==> config.mk <==
export PLATFORM = sky130hd
export DESIGN_NAME = spi_slave_rx
export DESIGN_NICKNAME = d
export VERILOG_FILES = /design/src/rtl/spi_slave_rx.sv
export SDC_FILE = /design/constraint.sdc
export NUM_CORES = 1
export LEC_CHECK = 0
export CORE_ASPECT_RATIO = 0.6
export CORE_MARGIN = 2
export CORE_UTILIZATION = 56
export CTS_BUF_LIST = sky130_fd_sc_hd__clkbuf_4 sky130_fd_sc_hd__clkbuf_8 sky130_fd_sc_hd__clkbuf_16
export CTS_CLUSTER_DIAMETER = 100
export DETAILED_ROUTE_END_ITERATION = 7
export GPL_ROUTABILITY_DRIVEN = 0
export MAX_ROUTING_LAYER = met4
export PLACE_DENSITY_LB_ADDON = 0.1
export SYNTH_ARGS = -nofsm -noshare
export SYNTH_HDL_FRONTEND = slang
export SYNTH_SLANG_ARGS = --single-unit
==> constraint.sdc <==
create_clock -name clk -period 6.7 [get_ports clk]
set_clock_uncertainty 0.15 [all_clocks]
set_input_delay 1.34 -clock clk [delete_from_list [all_inputs] [get_ports clk]]
set_output_delay 1.34 -clock clk [all_outputs]
set_load 0.1 [all_outputs]
==> src/rtl/spi_slave_rx.sv <==
// rtl/spi_slave_rx.sv - SPI slave receiver with synchronized pins and received-byte FIFO
//
// Receives MSB-first bytes from an SPI master whose pins are asynchronous to clk.
// Each byte is stored in a FIFO together with the DC flag that was present on its
// last bit.
// Optional feature macro: SPI_SLAVE_RX_FRAME_ERR_EN adds the frame_err_cnt output.
//
// Ports:
//   clk, rst        system clock, asynchronous active-high reset
//   sample_posedge  1 = sample MOSI on SCLK rise, 0 = on SCLK fall
//   spi_sclk/mosi/cs_n/dc   raw SPI pins
//   rx_valid/rx_data/rx_dc  FIFO head; popped when rx_valid && rx_ready
//   rx_count        FIFO occupancy
//   overflow        sticky dropped-byte flag, cleared by clr_overflow
//   frame_err_cnt   (macro only) saturating count of discarded partial bytes
module spi_slave_rx #(
    parameter int FIFO_DEPTH  = 8,
    parameter int SYNC_STAGES = 2
) (
    input  logic                             clk,
    input  logic                             rst,
    input  logic                             sample_posedge,
    input  logic                             spi_sclk,
    input  logic                             spi_mosi,
    input  logic                             spi_cs_n,
    input  logic                             spi_dc,
    output logic                             rx_valid,
    output logic [7:0]                       rx_data,
    output logic                             rx_dc,
    input  logic                             rx_ready,
    output logic [$clog2(FIFO_DEPTH+1)-1:0]  rx_count,
    output logic                             overflow,
    input  logic                             clr_overflow
`ifdef SPI_SLAVE_RX_FRAME_ERR_EN
    ,
    output logic [7:0]                       frame_err_cnt
`endif
);

    localparam int PW = $clog2(FIFO_DEPTH);
    localparam int CW = $clog2(FIFO_DEPTH + 1);

    typedef enum logic {IDLE, SHIFT} state_t;

    logic [SYNC_STAGES-1:0] sclk_sync, mosi_sync, cs_sync, dc_sync;
    // Fills with ones after reset; its MSB marks the point where the
    // synchronizer outputs reflect the real pins instead of reset values.
    logic [SYNC_STAGES-1:0] fill;
    logic                   sclk_prev;
    logic                   armed_q;
    state_t                 state_q, state_d;
    logic [2:0]             bit_cnt;
    logic [7:0]             shift_q;
    logic [8:0]             mem [FIFO_DEPTH];
    logic [PW-1:0]          wr_ptr, rd_ptr;

    logic sclk_s, mosi_s, cs_s, dc_s, flushed;
    logic sel_edge, shifting, byte_done, abort, full, pop, do_push, ovf_set;
    logic [7:0] new_byte;

    assign sclk_s  = sclk_sync[SYNC_STAGES-1];
    assign mosi_s  = mosi_sync[SYNC_STAGES-1];
    assign cs_s    = cs_sync[SYNC_STAGES-1];
    assign dc_s    = dc_sync[SYNC_STAGES-1];
    assign flushed = fill[SYNC_STAGES-1];

    always_ff @(posedge clk or posedge rst) begin
        if (rst) begin
            sclk_sync <= '0;
            mosi_sync <= '0;
            cs_sync   <= '1;
            dc_sync   <= '0;
            fill      <= '0;
            sclk_prev <= 1'b0;
        end else begin
            sclk_sync <= {sclk_sync[SYNC_STAGES-2:0], spi_sclk};
            mosi_sync <= {mosi_sync[SYNC_STAGES-2:0], spi_mosi};
            cs_sync   <= {cs_sync[SYNC_STAGES-2:0], spi_cs_n};
            dc_sync   <= {dc_sync[SYNC_STAGES-2:0], spi_dc};
            fill      <= {fill[SYNC_STAGES-2:0], 1'b1};
            sclk_prev <= sclk_s;
        end
    end

    // A frame already running at reset release must be skipped, so capture is
    // only enabled once a genuine (post-flush) cs_n high has been seen.
    always_ff @(posedge clk or posedge rst) begin
        if (rst) begin
            armed_q <= 1'b0;
        end else if (flushed && cs_s) begin
            armed_q <= 1'b1;
        end
    end

    always_ff @(posedge clk or posedge rst) begin
        if (rst) begin
            state_q <= IDLE;
        end else begin
            state_q <= state_d;
        end
    end

    always_comb begin
        state_d = state_q;
        case (state_q)
            IDLE:    if (armed_q && !cs_s) state_d = SHIFT;
            SHIFT:   if (cs_s) state_d = IDLE;
            default: state_d = IDLE;
        endcase
    end

    assign sel_edge  = sample_posedge ? (sclk_s && !sclk_prev) : (!sclk_s && sclk_prev);
    assign shifting  = (state_q == SHIFT) && !cs_s && sel_edge;
    assign byte_done = shifting && (bit_cnt == 3'd7);
    assign new_byte  = {shift_q[6:0], mosi_s};
    assign abort     = (state_q == SHIFT) && cs_s && (bit_cnt != 3'd0);

    always_ff @(posedge clk or posedge rst) begin
        if (rst) begin
            bit_cnt <= 3'd0;
            shift_q <= 8'h00;
        end else if ((state_q == SHIFT) && cs_s) begin
            bit_cnt <= 3'd0;
        end else if (shifting) begin
            shift_q <= new_byte;
            bit_cnt <= bit_cnt + 3'd1;
        end
    end

    assign full     = (rx_count == CW'(FIFO_DEPTH));
    assign rx_valid = (rx_count != '0);
    assign pop      = rx_valid && rx_ready;
    // A pop in the same cycle frees the slot, so a full FIFO still accepts.
    assign do_push  = byte_done && (!full || pop);
    assign ovf_set  = byte_done && full && !pop;

    always_ff @(posedge clk) begin
        if (do_push) begin
            mem[wr_ptr] <= {dc_s, new_byte};
        end
    end

    // Storage is not reset; the head is forced to zero while the FIFO is empty.
    assign rx_data = rx_valid ? mem[rd_ptr][7:0] : 8'h00;
    assign rx_dc   = rx_valid ? mem[rd_ptr][8]   : 1'b0;

    always_ff @(posedge clk or posedge rst) begin
        if (rst) begin
            wr_ptr   <= '0;
            rd_ptr   <= '0;
            rx_count <= '0;
            overflow <= 1'b0;
        end else begin
            if (do_push) wr_ptr <= wr_ptr + 1'b1;
            if (pop)     rd_ptr <= rd_ptr + 1'b1;
            case ({do_push, pop})
                2'b10:   rx_count <= rx_count + CW'(1);
                2'b01:   rx_count <= rx_count - CW'(1);
                default: rx_count <= rx_count;
            endcase
            if (ovf_set) begin
                overflow <= 1'b1;
            end else if (clr_overflow) begin
                overflow <= 1'b0;
            end
        end
    end

`ifdef SPI_SLAVE_RX_FRAME_ERR_EN
    always_ff @(posedge clk or posedge rst) begin
        if (rst) begin
            frame_err_cnt <= 8'h00;
        end else if (abort) begin
            if (frame_err_cnt != 8'hFF) frame_err_cnt <= frame_err_cnt + 8'h01;
        end else if (clr_overflow) begin
            frame_err_cnt <= 8'h00;
        end
    end
`else
    logic unused_abort;
    assign unused_abort = abort;
`endif

endmodule

# After elaboration in Yosys (flattened, before gate mapping)
# Memory sizes are Yosys's and may differ from the RTL's.
# Cells that the tools add are included.
# classes
n_reduce_logical	23
eq_ne	4
addsub	5
muxes	13
n_bitwise	2
# op_table
op	count
1-bit logical AND	12
3-bit by 1-bit adder with 3-bit output (second input constant)	3
1-bit two-way mux	8
8-bit two-way mux	1
4-bit case mux with 2 select lines	1
3-bit two-way mux	2
2-bit nonzero test	3
1-bit logical NOT	5
4-bit by 1-bit adder with 4-bit output (second input constant)	1
4-bit == test (second input constant)	1
4-bit nonzero test	1
4-bit by 1-bit subtractor with 4-bit output (second input constant)	1
3-bit == test (second input constant)	1
2-bit by 1-bit == test with 1-bit output (second input constant)	1
2-bit == test (second input constant)	1
1-bit inverter	2
1-bit case mux with 2 select lines	1
2-bit AND reduction	1
1-bit logical OR	1
# totals
inputBits	9
n_memories	1
ram_bits	72
register_bits	34
wordCells	62
out_inout_bits	15
# mem_list
memory	words	width	read_ports	rd_ports_with_merged_regs	wr	line	rtl
mem	8	9	1	0	1	54	logic [8:0] mem [FIFO_DEPTH];

# Logic depth before layout (Yosys ltp)
# Gate-level depths: netlist (run 1).
# depth
word_depth	8
mapped_depth	12

# Least setup slack after synthesis (run 1)
# No wires, ideal clock.
# synth_timing
path_kind	flip-flop to output port
startpoint	reg rx_count[2]
endpoint	out rx_data[0]
slack_ps	2577
path_stages_with_launch	4
arrival_ps	2633
cell_sequence	dfrtp_1 > clkbuf_2 > nor4_4 > nor2_1
# synth_between
elab_chain_cells	2
# synth_rtl
item	line	rtl
start: declaration	31	output logic [$clog2(FIFO_DEPTH+1)-1:0] rx_count,
start signal: assignment	157	2'b10: rx_count <= rx_count + CW'(1);
start signal: assignment	158	2'b01: rx_count <= rx_count - CW'(1);
start signal: assignment	159	default: rx_count <= rx_count;
4-bit nonzero test	131	assign rx_valid = (rx_count != '0);
8-bit two-way mux	144	assign rx_data = rx_valid ? mem[rd_ptr][7:0] : 8'h00;
end: declaration	28	output logic [7:0] rx_data,
# No other way between the ends.

# Final worst setup path (run 1)
# layout_timing
startpoint	reg rd_ptr[0]
endpoint	out rx_data[2]
# layout_between
elab_chain_cells	2
# layout_rtl
item	line	rtl
start: declaration	55	logic [PW-1:0] wr_ptr, rd_ptr;
start signal: assignment	155	if (pop) rd_ptr <= rd_ptr + 1'b1;
memory read 8 x 9 bit	--	
8-bit two-way mux	144	
# No other way between the ends.

==> flow_summary.toml, run 1 <==
[sta]
tightest_slew_ns = 1.00
max_freq_ghz = 0.215
grt_setup_unrepaired = "no"
relSlewSlack_pct = 33.0
setup_tns_ns = 0
slew_viol_final = 0
min_period_ns = 4.65
min_period_over_period_pct = 69.4
fin_hold_ws_ns = 0.200
setup_violations = 0
hold_viol = 0

[synth]
synth-seq-cells = 106
yosysWarnings = 0
avgSynthCellArea_um2 = 17.4
synthDominantCellAreaShare_pct = 51.7
syn_inst = 241
synthArstFlopShare_pct = 32.1
synth_ff_type = "edfxtp_1"
synth_edf_count = 72
syn_area_um2 = 4180
synth.top_cells.by_area = "edfxtp_1 52%, dfrtp_1 19%, mux4_2 9.7%"
syn_nets = 257
synth_seq_area_share_pct = 72.1
yosysUniqueCellTypes = 40
yosys.area.top_type = "edfxtp_1"

[global_routing]
grt_pass1_vias = 2002
grt_max_degree = 35
busiest_layer = "met1"
gr-total-overflow = 0
grt_util_met3_pct = 5.91
grt_usage_pct = 20.0
antenna_found_initial = 0
use_met2_pct = 27.5
grt_use_met1_pct = 29.8
grt_first_pass_wirelength_um = 11300

[floorplan]
placementRows = 24
dieArea_um2 = 8200
die_width_um = 116
pin_count = 24
die_h_um = 70.9
start_util_pct = 57.8
core-area_um2 = 7240

[place]
port_buffers = 23
dp_hpwl_um = 4440

[clock_tree]
clockBufferDepth = 2
post_cts_buffers = 0
cts.reportedPaths.clkPinSlew_ns = 0.07
cts_tree = "done"
cts_buffers = 9
clk_latency_ns = 0.33
htree_levels = 3
cts.sink_count = 106
cts_resized = 0
holdBufCountCts = 0
ctsRootBufferMaster = "clkbuf_16"

[pwr]
cellPowerDensity_nw_per_um2 = 410
ir_drop_mv = 0.396
p_leak_nw = 1.72

[drt]
drtPass1Iterations = 4
drtIter0Drc = 137
ant_nets = 0
vias = 2020
wire_per_inst_um = 18.7
routed_wl_um = 7080
vias_per_cell = 5.33
drc = 0

[hold_path]
min_from = "sclk_sync[0]$_DFF_PP0_"
hold-path-endpoint = "sclk_sync[1]$_DFF_PP0_"
min_path_cells = 0
hp-class = "register to register"

[run]
drv_cap = 0

[worst_setup_path]
r2r_end = "rx_count[2]$_DFFE_PP0P_"
crit_fanout = 13
startpoint_type = "register"
crit_required_ns = 5.21
cp.arrival_ns = 3.16
timing.rr.start = "sclk_sync[1]$_DFF_PP0_"
critPathCaptureType = "output port"
path_class = "register to output port"
worst-r2r-cell-count = 11
r2r_slack_ns = 3.32

[finish]
diodes = 0
drive_gt1_share_pct = 16.4
final_common_cell = "edfxtp_1"
final_cell_mix = "72 x edfxtp_1, 32 x dfrtp_1, 26 x nand2_1, 23 x clkdlybuf4s50_1, 19 x nor2_1"
finalNetCount = 286
syn2layout_area_growth_pct = 14.3

[status]
run_status = "finished clean"
metrics by stage:
step | instance area, um^2 | cells | setup slack (ns) | power [W] | utilization [%]
final | 4780 | 379 | 2.05 | 0.00196 | 66.1
after CTS | 4780 | 379 | 2.02 | 0.00198 | 66.1
after floorplan | 4180 | 241 | 2.58 | 0.00137 | -
after global routing | 4780 | 379 | 1.89 | 0.00204 | 66.1
after detailed placement | 4510 | 363 | 1.96 | 0.00151 | 62.4
after global placement | 4510 | 363 | 2.07 | 0.00151 | 62.4
critical path, cell delays in order, from the launching register on:
cell and delay, ns:
dfrtp_1 0.62, buf_4 0.37, mux4_2 0.56, mux2i_1 0.21, nor2_1 0.06, clkdlybuf4s50_1 0.99
cells in the mapped netlist, types with 3 or more instances:
master and n:
xor2_1 5, mux4_2 18, mux2i_1 9, nor3_1 3, inv_1 5, dfrtp_1 32, edfxtp_1 72, xnor2_1 4
ha_1 7, nand2_1 26, nand2b_1 3, nor2_1 19
where the power goes:
| group | internal, W | switching (W) |
|---|---|---|
| sequential | 0.000741 | 0.0000725 |
| combinational | 0.000215 | 0.000464 |
| clock | 0.000253 | 0.000217 |
| total | 0.00121 | 0.000753 |
layer usage:
layer,vias to the layer above,share of wire (%)
li1,961,-
met1,1017,51
met2,40,45
met3,2,3.7
met4,0,0.33
met5,-,0
cells by family (layout without fill, tap and decap cells):
| kind of cell | count (synthesis) | after routing | share of synthesized area (%) |
|---|---|---|---|
| compound gates | 12 | 12 | 2.18 |
| xor+xnor | 9 | 9 | 1.88 |
| fa+ha+maj | 7 | 7 | 2.09 |
| buf+inv | 15 | 49 | 1.92 |
| flops | 106 | 106 | 72.1 |
| mux | 30 | 30 | 12.7 |
| other cells | 1 | 1 | 0.0897 |
| simple gates | 61 | 61 | 6.97 |
how the worst max path moves through the flow:
stage | slack [ns] | startpoint | cells after the start | to
finish | 2.05 | rd_ptr[0]$_DFFE_PP0P_ | 5 | rx_data[2]
detailed placement | 1.96 | sample_posedge | 12 | rx_count[2]$_DFFE_PP0P_
global route | 1.89 | rd_ptr[0]$_DFFE_PP0P_ | 5 | rx_data[2]
global placement | 2.07 | sample_posedge | 12 | rx_count[2]$_DFFE_PP0P_
floorplan | 2.58 | rx_count[2]$_DFFE_PP0P_ | 3 | rx_data[0]
CTS | 2.02 | rd_ptr[0]$_DFFE_PP0P_ | 5 | rx_data[2]
cell type report:
type | instances | area (um^2)
Inverter | 6 | 22.5
Tap cell | 104 | 130
Clock inverter | 6 | 33.8
Timing Repair Buffer | 27 | 260
Multi-Input combinational cell | 120 | 1090
Clock buffer | 10 | 233
Sequential cell | 106 | 3020
Fill cell | 496 | 2460
registers in the layout, summed over array words and instances, names as in the netlist:
name and count:
mem 72, shift_q 7, rx_count 4, bit_cnt 3, rd_ptr 3, wr_ptr 3, cs_sync 2, dc_sync 2
fill 2, mosi_sync 2, sclk_sync 2, armed_q 1, overflow 1, sclk_prev 1, state_q 1
No activity file was read; power rests on OpenSTA's default activity.
==> run 2: changes to the inputs <==
Clock period 6.7 ns to 4.9 ns, I/O delays scaled along.
==> run 2 against run 1 <==
  * Sequential share of layout area shrank 0.72 points
  * Power up 37%
  * Largest cell class unchanged
  * Clock power is 42% higher
  * Largest power group unchanged
==> flow_summary.toml, run 2 (same netlist as run 1, synthesis figures left out) <==
[status]
run_status = "finished clean"

[worst_setup_path]
critical_path.cell_chain = "nor4_4, inv_2, clkdlybuf4s50_1"
crit_fanout = 10
timing.rr.start = "sclk_sync[1]$_DFF_PP0_"
critical_path.endpoint = "rx_valid"
path_class = "register to output port"
r2r_slack_ns = 1.97
crit_required_ns = 3.77
cp_slowest_cell = "clkdlybuf4s50_1"
max_stage_delay_ns = 0.99
r2r_end = "rx_count[2]$_DFFE_PP0P_"
worst-r2r-cell-count = 12
crit_start = "rx_count[0]$_DFFE_PP0P_"
cp.arrival_ns = 2.67
critPathCaptureType = "output port"
startpoint_type = "register"

[finish]
finalNetCount = 294
drive_gt1_share_pct = 22.6
biggestRegsByFlops = "mem (72), shift_q (7), rx_count (4)"
syn2layout_area_growth_pct = 15.6
final_cell_mix = "72 x edfxtp_1, 32 x dfrtp_1, 26 x nand2_1, 21 x buf_4, 19 x nor2_1"
largest_reg_flops = 72
regMostFlops = "mem"
n_fill_cell = 496
diodes = 0
fin_cells = 387
final_common_cell = "edfxtp_1"

[clock_tree]
cts_buffers = 9
clockBufferDepth = 2
cts.reportedPaths.clkPinSlew_ns = 0.07
clk_latency_ns = 0.34
holdBufCountCts = 0
cts.sink_count = 106
post_cts_buffers = 0
cts_tree = "done"
htree_levels = 3
ctsRootBufferMaster = "clkbuf_16"
cts_resized = 0

[pwr]
p_leak_nw = 1.77
cellPowerDensity_nw_per_um2 = 557
switchingPower_w = 0.00101
swShare_pct = 37.7
clkPwrFrac_pct = 24.8
p_int_w = 0.00168
combPwrFrac_pct = 33.3
power.total_w = 0.00269
seqPwrFrac_pct = 41.9
ir_drop_mv = 0.442

[drt]
drtPass1Iterations = 4
vias = 2058
drc = 0
routed_wl_um = 6930
wire_per_inst_um = 17.9
ant_nets = 0
vias_per_cell = 5.32
drtIter0Drc = 120

[place]
dp_hpwl_um = 4340
place_inst = 371
port_buffers = 23

[global_routing]
gr-total-overflow = 0
grt_usage_pct = 19.4
antenna_found_initial = 0
grt_max_degree = 33
grt_first_pass_wirelength_um = 10600
grt_pass1_vias = 1855

[sta]
min_period_over_period_pct = 77.5
hold_viol = 0
fin_hold_ws_ns = 0.200
min_period_ns = 3.80
setup_tns_ns = 0
relSlewSlack_pct = 35.0
grt_setup_unrepaired = "no"
setup_violations = 0
max_freq_ghz = 0.263
tightest_slew_ns = 0.972
slew_viol_final = 0

[floorplan]
pin_count = 24
dieArea_um2 = 8200
placementRows = 24
die_h_um = 70.9
core-area_um2 = 7240
die_width_um = 116
start_util_pct = 57.8

[run]
drv_cap = 0

[hold_path]
hp-class = "register to register"
-- run 2: changes by cell type in the layout (fill, tap and decap cells not counted), sizes merged --
cell,delta
clkinvlp,+1
inv,-1
buf,+17
clkdlybuf4s50,-9
clkbuf,+4
clkinv,-4
-- run 2: per-stage QoR --
step | cell area (um^2) | setup slack (ns) | util (%)
floorplan | 4180 | 1.14 | -
global placement | 4550 | 1.02 | 62.9
detailed placement | 4550 | 0.972 | 62.9
CTS | 4840 | 1.06 | 66.8
global route | 4840 | 0.978 | 66.8
finish | 4840 | 1.10 | 66.8
-- run 2: cell type report --
| type | count | area (um^2) | share of cell area (%) |
|---|---|---|---|
| Inverter | 6 | 22.5 | 0.466 |
| Timing Repair Buffer | 35 | 298 | 6.16 |
| Clock inverter | 2 | 15.0 | 0.310 |
| Clock buffer | 14 | 269 | 5.56 |
| Sequential cell | 106 | 3020 | 62.4 |
| Tap cell | 104 | 130 | 2.69 |
| Multi-Input combinational cell | 120 | 1090 | 22.5 |
-- run 2: power groups by stage --
stage               sequential [W]  clock, W  combinational, W
floorplan                  0.00114         0          0.000728
global placement           0.00115         0          0.000897
detailed placement         0.00115         0          0.000902
CTS                        0.00113  0.000684          0.000903
global route               0.00114  0.000718          0.000941
finish                     0.00113  0.000667          0.000897
-- run 2: critical path, delay by kind of cell, from the launching register on --
kind / cells / cell delay [ns]
DFF: 1 / 0.48
and+or+nand+nor: 1 / 0.77
buffers and inverters: 2 / 1.06
-- run 2: how the worst min path moves through the flow --
stage	from	to	slack, ns	cells past startpoint
after floorplan	dc_sync[0]$_DFF_PP0_	dc_sync[1]$_DFF_PP0_	0.18	0
after global placement	dc_sync[0]$_DFF_PP0_	dc_sync[1]$_DFF_PP0_	0.18	0
after CTS	fill[0]$_DFF_PP0_	fill[1]$_DFF_PP0_	0.20	0
after detailed placement	fill[0]$_DFF_PP0_	fill[1]$_DFF_PP0_	0.18	0
after global routing	fill[0]$_DFF_PP0_	fill[1]$_DFF_PP0_	0.20	0
final	fill[0]$_DFF_PP0_	fill[1]$_DFF_PP0_	0.20	0
-- run 2: layer usage --
metal,routed length [um],up-vias,GRT usage [%]
li1,-,974,-
met1,3170,1022,28.2
met2,3220,58,26.4
met3,502,4,6.94
met4,32,0,5.22
met5,0,-,-
